[src/rtl/piso_serializer.sv]
// Parallel-in, serial-out shifter: accepts a WIDTH-bit word on load & ready and sends it LSB first on SDO.
// Optional macro PISO_PARITY_EN appends an even-parity bit after the data bits of every word.
module piso_serializer #(
    parameter int WIDTH = 4
) (
    input  logic             clk,
    input  logic             clrb,
    input  logic             load,
    input  logic [WIDTH-1:0] din,
    output logic             ready,
    output logic             SDO,
    output logic             valid,
    output logic             done
);

    localparam int CW = $clog2(WIDTH + 1);

`ifdef PISO_PARITY_EN
    localparam logic [CW-1:0] CNT_LOAD = CW'(WIDTH);
`else
    localparam logic [CW-1:0] CNT_LOAD = CW'(WIDTH - 1);
`endif

    typedef enum logic {
        S_IDLE,
        S_SHIFT
    } state_t;

    state_t             r_state;
    // Bit 0 of the word goes straight to SDO, so only the remaining bits are kept here.
    logic [WIDTH-2:0]   r_shift;
    logic [CW-1:0]      r_cnt;
    logic               r_sdo;
    logic               r_valid;
    logic               r_done;
`ifdef PISO_PARITY_EN
    logic               r_par;
`endif
    logic               w_accept;

    assign ready    = (r_state == S_IDLE) | r_done;
    assign w_accept = load & ready;
    assign SDO      = r_sdo;
    assign valid    = r_valid;
    assign done     = r_done;

    always_ff @(posedge clk or negedge clrb) begin
        if (!clrb) begin
            r_state <= S_IDLE;
            r_shift <= '0;
            r_cnt   <= '0;
            r_sdo   <= 1'b0;
            r_valid <= 1'b0;
            r_done  <= 1'b0;
`ifdef PISO_PARITY_EN
            r_par   <= 1'b0;
`endif
        end else if (w_accept) begin
            r_state <= S_SHIFT;
            r_shift <= din[WIDTH-1:1];
            r_sdo   <= din[0];
            r_valid <= 1'b1;
            r_done  <= 1'b0;
            r_cnt   <= CNT_LOAD;
`ifdef PISO_PARITY_EN
            r_par   <= ^din;
`endif
        end else if (r_state == S_SHIFT) begin
            if (r_cnt != '0) begin
                r_cnt   <= r_cnt - 1'b1;
                r_done  <= (r_cnt == CW'(1));
                r_shift <= r_shift >> 1;
`ifdef PISO_PARITY_EN
                // Data bits are exhausted when the counter reaches 1; the parity bit fills the last slot.
                r_sdo   <= (r_cnt == CW'(1)) ? r_par : r_shift[0];
`else
                r_sdo   <= r_shift[0];
`endif
            end else begin
                r_state <= S_IDLE;
                r_shift <= '0;
                r_sdo   <= 1'b0;
                r_valid <= 1'b0;
                r_done  <= 1'b0;
            end
        end
    end

endmodule

[config.mk]
export PLATFORM = sky130hd
export DESIGN_NAME = piso_serializer
export DESIGN_NICKNAME = d
export VERILOG_FILES = /design/src/rtl/piso_serializer.sv
export SDC_FILE = /design/constraint.sdc
export NUM_CORES = 1
export LEC_CHECK = 0
export CORE_AREA = 8 8 45 47
export CTS_BUF_LIST = sky130_fd_sc_hd__clkbuf_16
export DETAILED_ROUTE_END_ITERATION = 7
export DIE_AREA = 0 0 53 55
export GPL_TIMING_DRIVEN = 0
export PLACE_DENSITY = 0.66
export RECOVER_POWER = 25
export SKIP_CTS_REPAIR_TIMING = 1
export SLEW_MARGIN = 25
export SYNTH_ARGS = -nofsm -noshare
export SYNTH_HDL_FRONTEND = slang
export SYNTH_SLANG_ARGS = --single-unit
[constraint.sdc]
create_clock -name clk -period 1.3 [get_ports clk]
set_clock_uncertainty 0.2 [all_clocks]
set_input_delay 0.26 -clock clk [delete_from_list [all_inputs] [get_ports clk]]
set_output_delay 0.26 -clock clk [all_outputs]
set_load 0.02 [all_outputs]
# Word-level counts from Yosys, hierarchy flattened

Cells that the tools add are included.

Add/subtract/negate cells: 1
Multipliers: 0
Divide/modulo/power cells: 0
$lt $le $gt $ge: 0
Equal/unequal tests: 2
Shifts and indexed selects: 0
Mux-type cells: 18
Bitwise gates (word level): 3
Reductions and logical operators: 5

Operators with widths:

| kind                                                               | count |
|---|---|
| 3-bit two-way mux                                                  | 5 |
| 1-bit two-way mux                                                  | 12 |
| 2-bit AND reduction                                                | 2 |
| 2-bit nonzero test                                                 | 2 |
| 3-bit by 1-bit == test with 1-bit output, second input constant    | 1 |
| 3-bit nonzero test                                                 | 1 |
| 3-bit by 1-bit subtractor with 3-bit output, second input constant | 1 |
| 2-bit two-way mux                                                  | 1 |
| 2-bit inequality test, second input constant                       | 1 |
| 1-bit bitwise AND                                                  | 1 |
| 1-bit NOT                                                          | 1 |
| 1-bit OR                                                           | 1 |

Register bits: 10
Bits in latches: 0
Bits in writable memories: 0
ROM bits: 0
Input bits: 7
Output and inout bits: 4
Word-level logic and storage cells: 35
Memories: 0

# Logic depth before layout (Yosys ltp)

Word-level depth: 5
Mapped depth: 6
Mapped depth without buffers: 5

# Least setup slack after synthesis

Ideal clock, no wire load.

Kind: reg-to-reg
Start point: reg r_done (netlist: done)
End point: reg r_shift[2]
Setup time: 0.120 ns
Data arrival time: 1.099 ns
Required time: 0.980 ns
Setup slack: -0.119 ns
Stages on the path, launching flop included: 5
Path buffers: 1
Clock period less this slack: 1.419 ns
Cells stage by stage: dfrtp_1 nand2b_1 buf_6 and3_4 a31o_1

Word-level cells in the longest chain between the ends: 3
Elaborated cells between the ends (all ways): 4
Classes of those cells: mux (1); bitwise (2); reduce/logical (1)

Ends and longest elaborated chain:

| item                                                           | RTL line | RTL |
|---|---|---|
| start: declaration                                             | 35       | `logic r_done;` |
| start signal: assignment                                       | 71       | `r_done <= (r_cnt == CW'(1));` |
| 1-bit OR *                                                     | 41       | `assign ready = (r_state == S_IDLE) \| r_done;` |
| named net ready                                                | 10       | `output logic ready,` |
| 1-bit bitwise AND *                                            | 42       | `assign w_accept = load & ready;` |
| 3-bit two-way mux / 2-bit nonzero test (equally long branches) | -        |  |
| end signal: assignment                                         | 60       | `r_shift <= din[WIDTH-1:1];` |
| end signal: assignment                                         | 72       | `r_shift <= r_shift >> 1;` |
| end: declaration                                               | 31       | `logic [WIDTH-2:0] r_shift;` |

Mark *: on every way through the listed nets, which the timed path passes. The rest lies on a longest branch.
A chain may end at the register's enable or synchronous reset.

# Worst setup path in the final report

Start point: reg r_done (netlist: done)
End point: out ready

Word-level cells in the longest chain between the ends: 1

Ends and longest elaborated chain:

| item             | RTL line |
|---|---|
| 1-bit OR         | 41 |
| end: declaration | 10 |

No other way between the ends.

==> metrics.txt <==
FF-to-FF Start=r_cnt[0]; Die X=53 um; WL/cell=~16 um; Crit Path Class=register to output pin; Setup WS post-layout=-0.176 ns; sequential fraction of the synthesis area=48.9%; DP Wirelength=about 770 um; switching share of power=around 36%; Max IR drop VDD=around 0.0013 V; leakage dissipation=0.406 nW; Reg power frac=around 25%; R2R depth=6; die area=0.00292 mm2; period utilization=114%; Final Critical Period=1.48 ns; antenna violations before repair=0; Skew-Pair Late Insertion Delay=0.24 ns; WHS=0.211 ns; Final setup viols=5; Max-Cap Viols=0; r2r setup slk=-0.09 ns; worst-path fanout max=7; worst relative slew slack=a little under 70%; CP peak stage delay=around 0.41 ns; boundary pin count=11; Worst Tran Pin Value=0.467 ns; DRC Markers=0; first-pass GRT wire length=around 1800 um; Met2 Wirelength=between 700 and 800 um; CP Data Required Time=approximately 0.84 ns; via-per-instance ratio=between 5 and 6; Yosys reg bits=10; placed cell area=between 600 and 700 um2; RSZ-0062 raised after global routing=true; Reg clk slew, reported paths=0.04 ns; # H-tree levels=1; pin count of the biggest net entering global routing=11; CP endpoint=ready; post-synth cell types=19; GRT overflow=0; number of fill cells in the layout=105; Int Power=~0.0014 W; Setup WS pre-CTS=-0.375 ns; Post-Syn Instances=between 50 and 60; dpl cells=77; failing checks=setup timing; Nets=82; CTS tree=yes; max layer used=met4; RR Endpoint=r_cnt[2]; met1 wire length=~570 um; YS warnings=0; Layout area overhead=68.2%; Comb pwr share=between 50% and 60%; Core ar.=0.00138 mm2; met3 WL=39 um; Detailed Route Iter0 Violations=6; CP endpoint kind=output pin; count of final hold-check violations=0; post-route antenna net violation count=0; layout cells sized above 1=53.5%; antenna cells=0; CTS Sinks=10; Slowest cell on crit path=dfrtp_2; number of global-route vias before repair=~470; gpl congestion=~0.70; Net Sw Power=0.000801 W; via count=456; data arrival time of the critical path=slightly above 1 ns; CP Cell Sequence=nand2b_4, clkbuf_2; CTS Buf Count=3; Initial Util=between 30% and 40%; Setup TNS=-0.468 ns; FP Rows=14; total track usage=~8.8%; Worst Setup SP=done; status=finished with violations; non-filler instance count after layout=87; Startpoint Class=register; Final Cell Area=861 um2; DR pass1 iterations=4; Fmax=between 0.6 and 0.7 GHz; P per Cell Area=2570 mW/mm2; PortBufs=10; total wire length=1360 um; Final Slew Violations=0; CTS Buffer Depth=2; Post-Syn Area per Cell=between 10 and 15 um2; HP Class=input port to asynchronous set/reset pin; syn nets=a little over 60; Clock power frac=24.8%; Mapped Area=roughly 510 um2; die span in y=55 um; clock root buffer=clkbuf_16
## power groups by stage
stage          Combinational [W]  Sequential (W)  Clock [W]
2_1_floorplan           0.000509        0.000569          0
3_3_place_gp            0.000781        0.000532          0
3_5_place_dp            0.000787        0.000539          0
4_1_cts                 0.000792        0.000537   0.000552
5_1_grt                  0.00123        0.000563   0.000567
6_report                 0.00112        0.000550   0.000550
## cell families (layout without fill, tap and decap cells)
logic type,after synthesis,in the layout,synth area share (%)
and+or+nand+nor,16,16,16.4
AOI/OAI and AO/OA,15,15,19.1
DFF,10,10,48.9
buffers and inverters,6,26,6.36
adders and majority gates,3,3,7.34
muxes,1,1,1.96
## layout make-up
class | instances | area [um2] | area share, %
Buffer | 2 | 18.8 | 2.18
Clock buffer | 3 | 75.1 | 8.72
Clock inverter | 1 | 3.75 | 0.436
Inverter | 3 | 11.3 | 1.31
Multi-Input combinational cell | 35 | 334 | 38.8
Sequential cell | 10 | 251 | 29.2
Tap cell | 16 | 20.0 | 2.33
Timing Repair Buffer | 17 | 146 | 17.0
## synthesized netlist by cell type, drive strengths merged
cell / count / area (um2)
a31o: 1 / 8.76
o21ai: 4 / 20.0
nand2: 7 / 28.8
and3: 3 / 23.8
dfrtp: 10 / 250
nand3: 3 / 15.0
mux2i: 1 / 10.0
inv: 3 / 11.3
a2bb2oi: 3 / 26.3
nand2b: 2 / 12.5
nor2: 1 / 3.75
a21oi: 4 / 20.0
buf: 3 / 21.3
ha: 3 / 37.5
a22oi: 3 / 22.5
## routing by layer
metal	GRT usage [%]	vias to the layer above
met2	15.6	11
met1	8.86	224
met4	5.17	0
met3	2.67	3
met5	0	-
li1	-	218
## metrics by stage
stage	util, %	power [W]
floorplan	-	0.00108
global placement	46.9	0.00131
detailed placement	46.9	0.00133
CTS	52.6	0.00188
global route	62.2	0.00236
finish	62.2	0.00222
## critical path, delay by kind of cell, from the launching register on
| kind | cells | cell delay, ns |
|---|---|---|
| buf+inv | 1 | 0.17 |
| simple gates | 1 | 0.19 |
| flops | 1 | 0.41 |
## placed cells by master (no fill, tap or decap), drive strengths merged
cell	n
a21oi	4
a22oi	3
a2bb2oi	3
a31o	1
and3	3
buf	9
clkbuf	6
clkdlybuf4s50	4
dfrtp	10
dlygate4sd3	1
dlymetal6s2s	2
ha	3
inv	4
mux2i	1
nand2	7
nand2b	2
nand3	3
nor2	1
o21ai	4
## state kept, by name, indices dropped and copies added, names as in the netlist
signal,cells
r_cnt,3
valid,1
SDO,1
r_shift,3
r_state,1
done,1
## how the worst min path moves through the flow
stage / to / cells after the start
after floorplan: SDO / 0
after global placement: valid / 2
after CTS: r_shift[2] / 1
after global routing: r_shift[2] / 1
after detailed placement: valid / 2
final: r_shift[2] / 1
(Power assumes the default switching activity.)
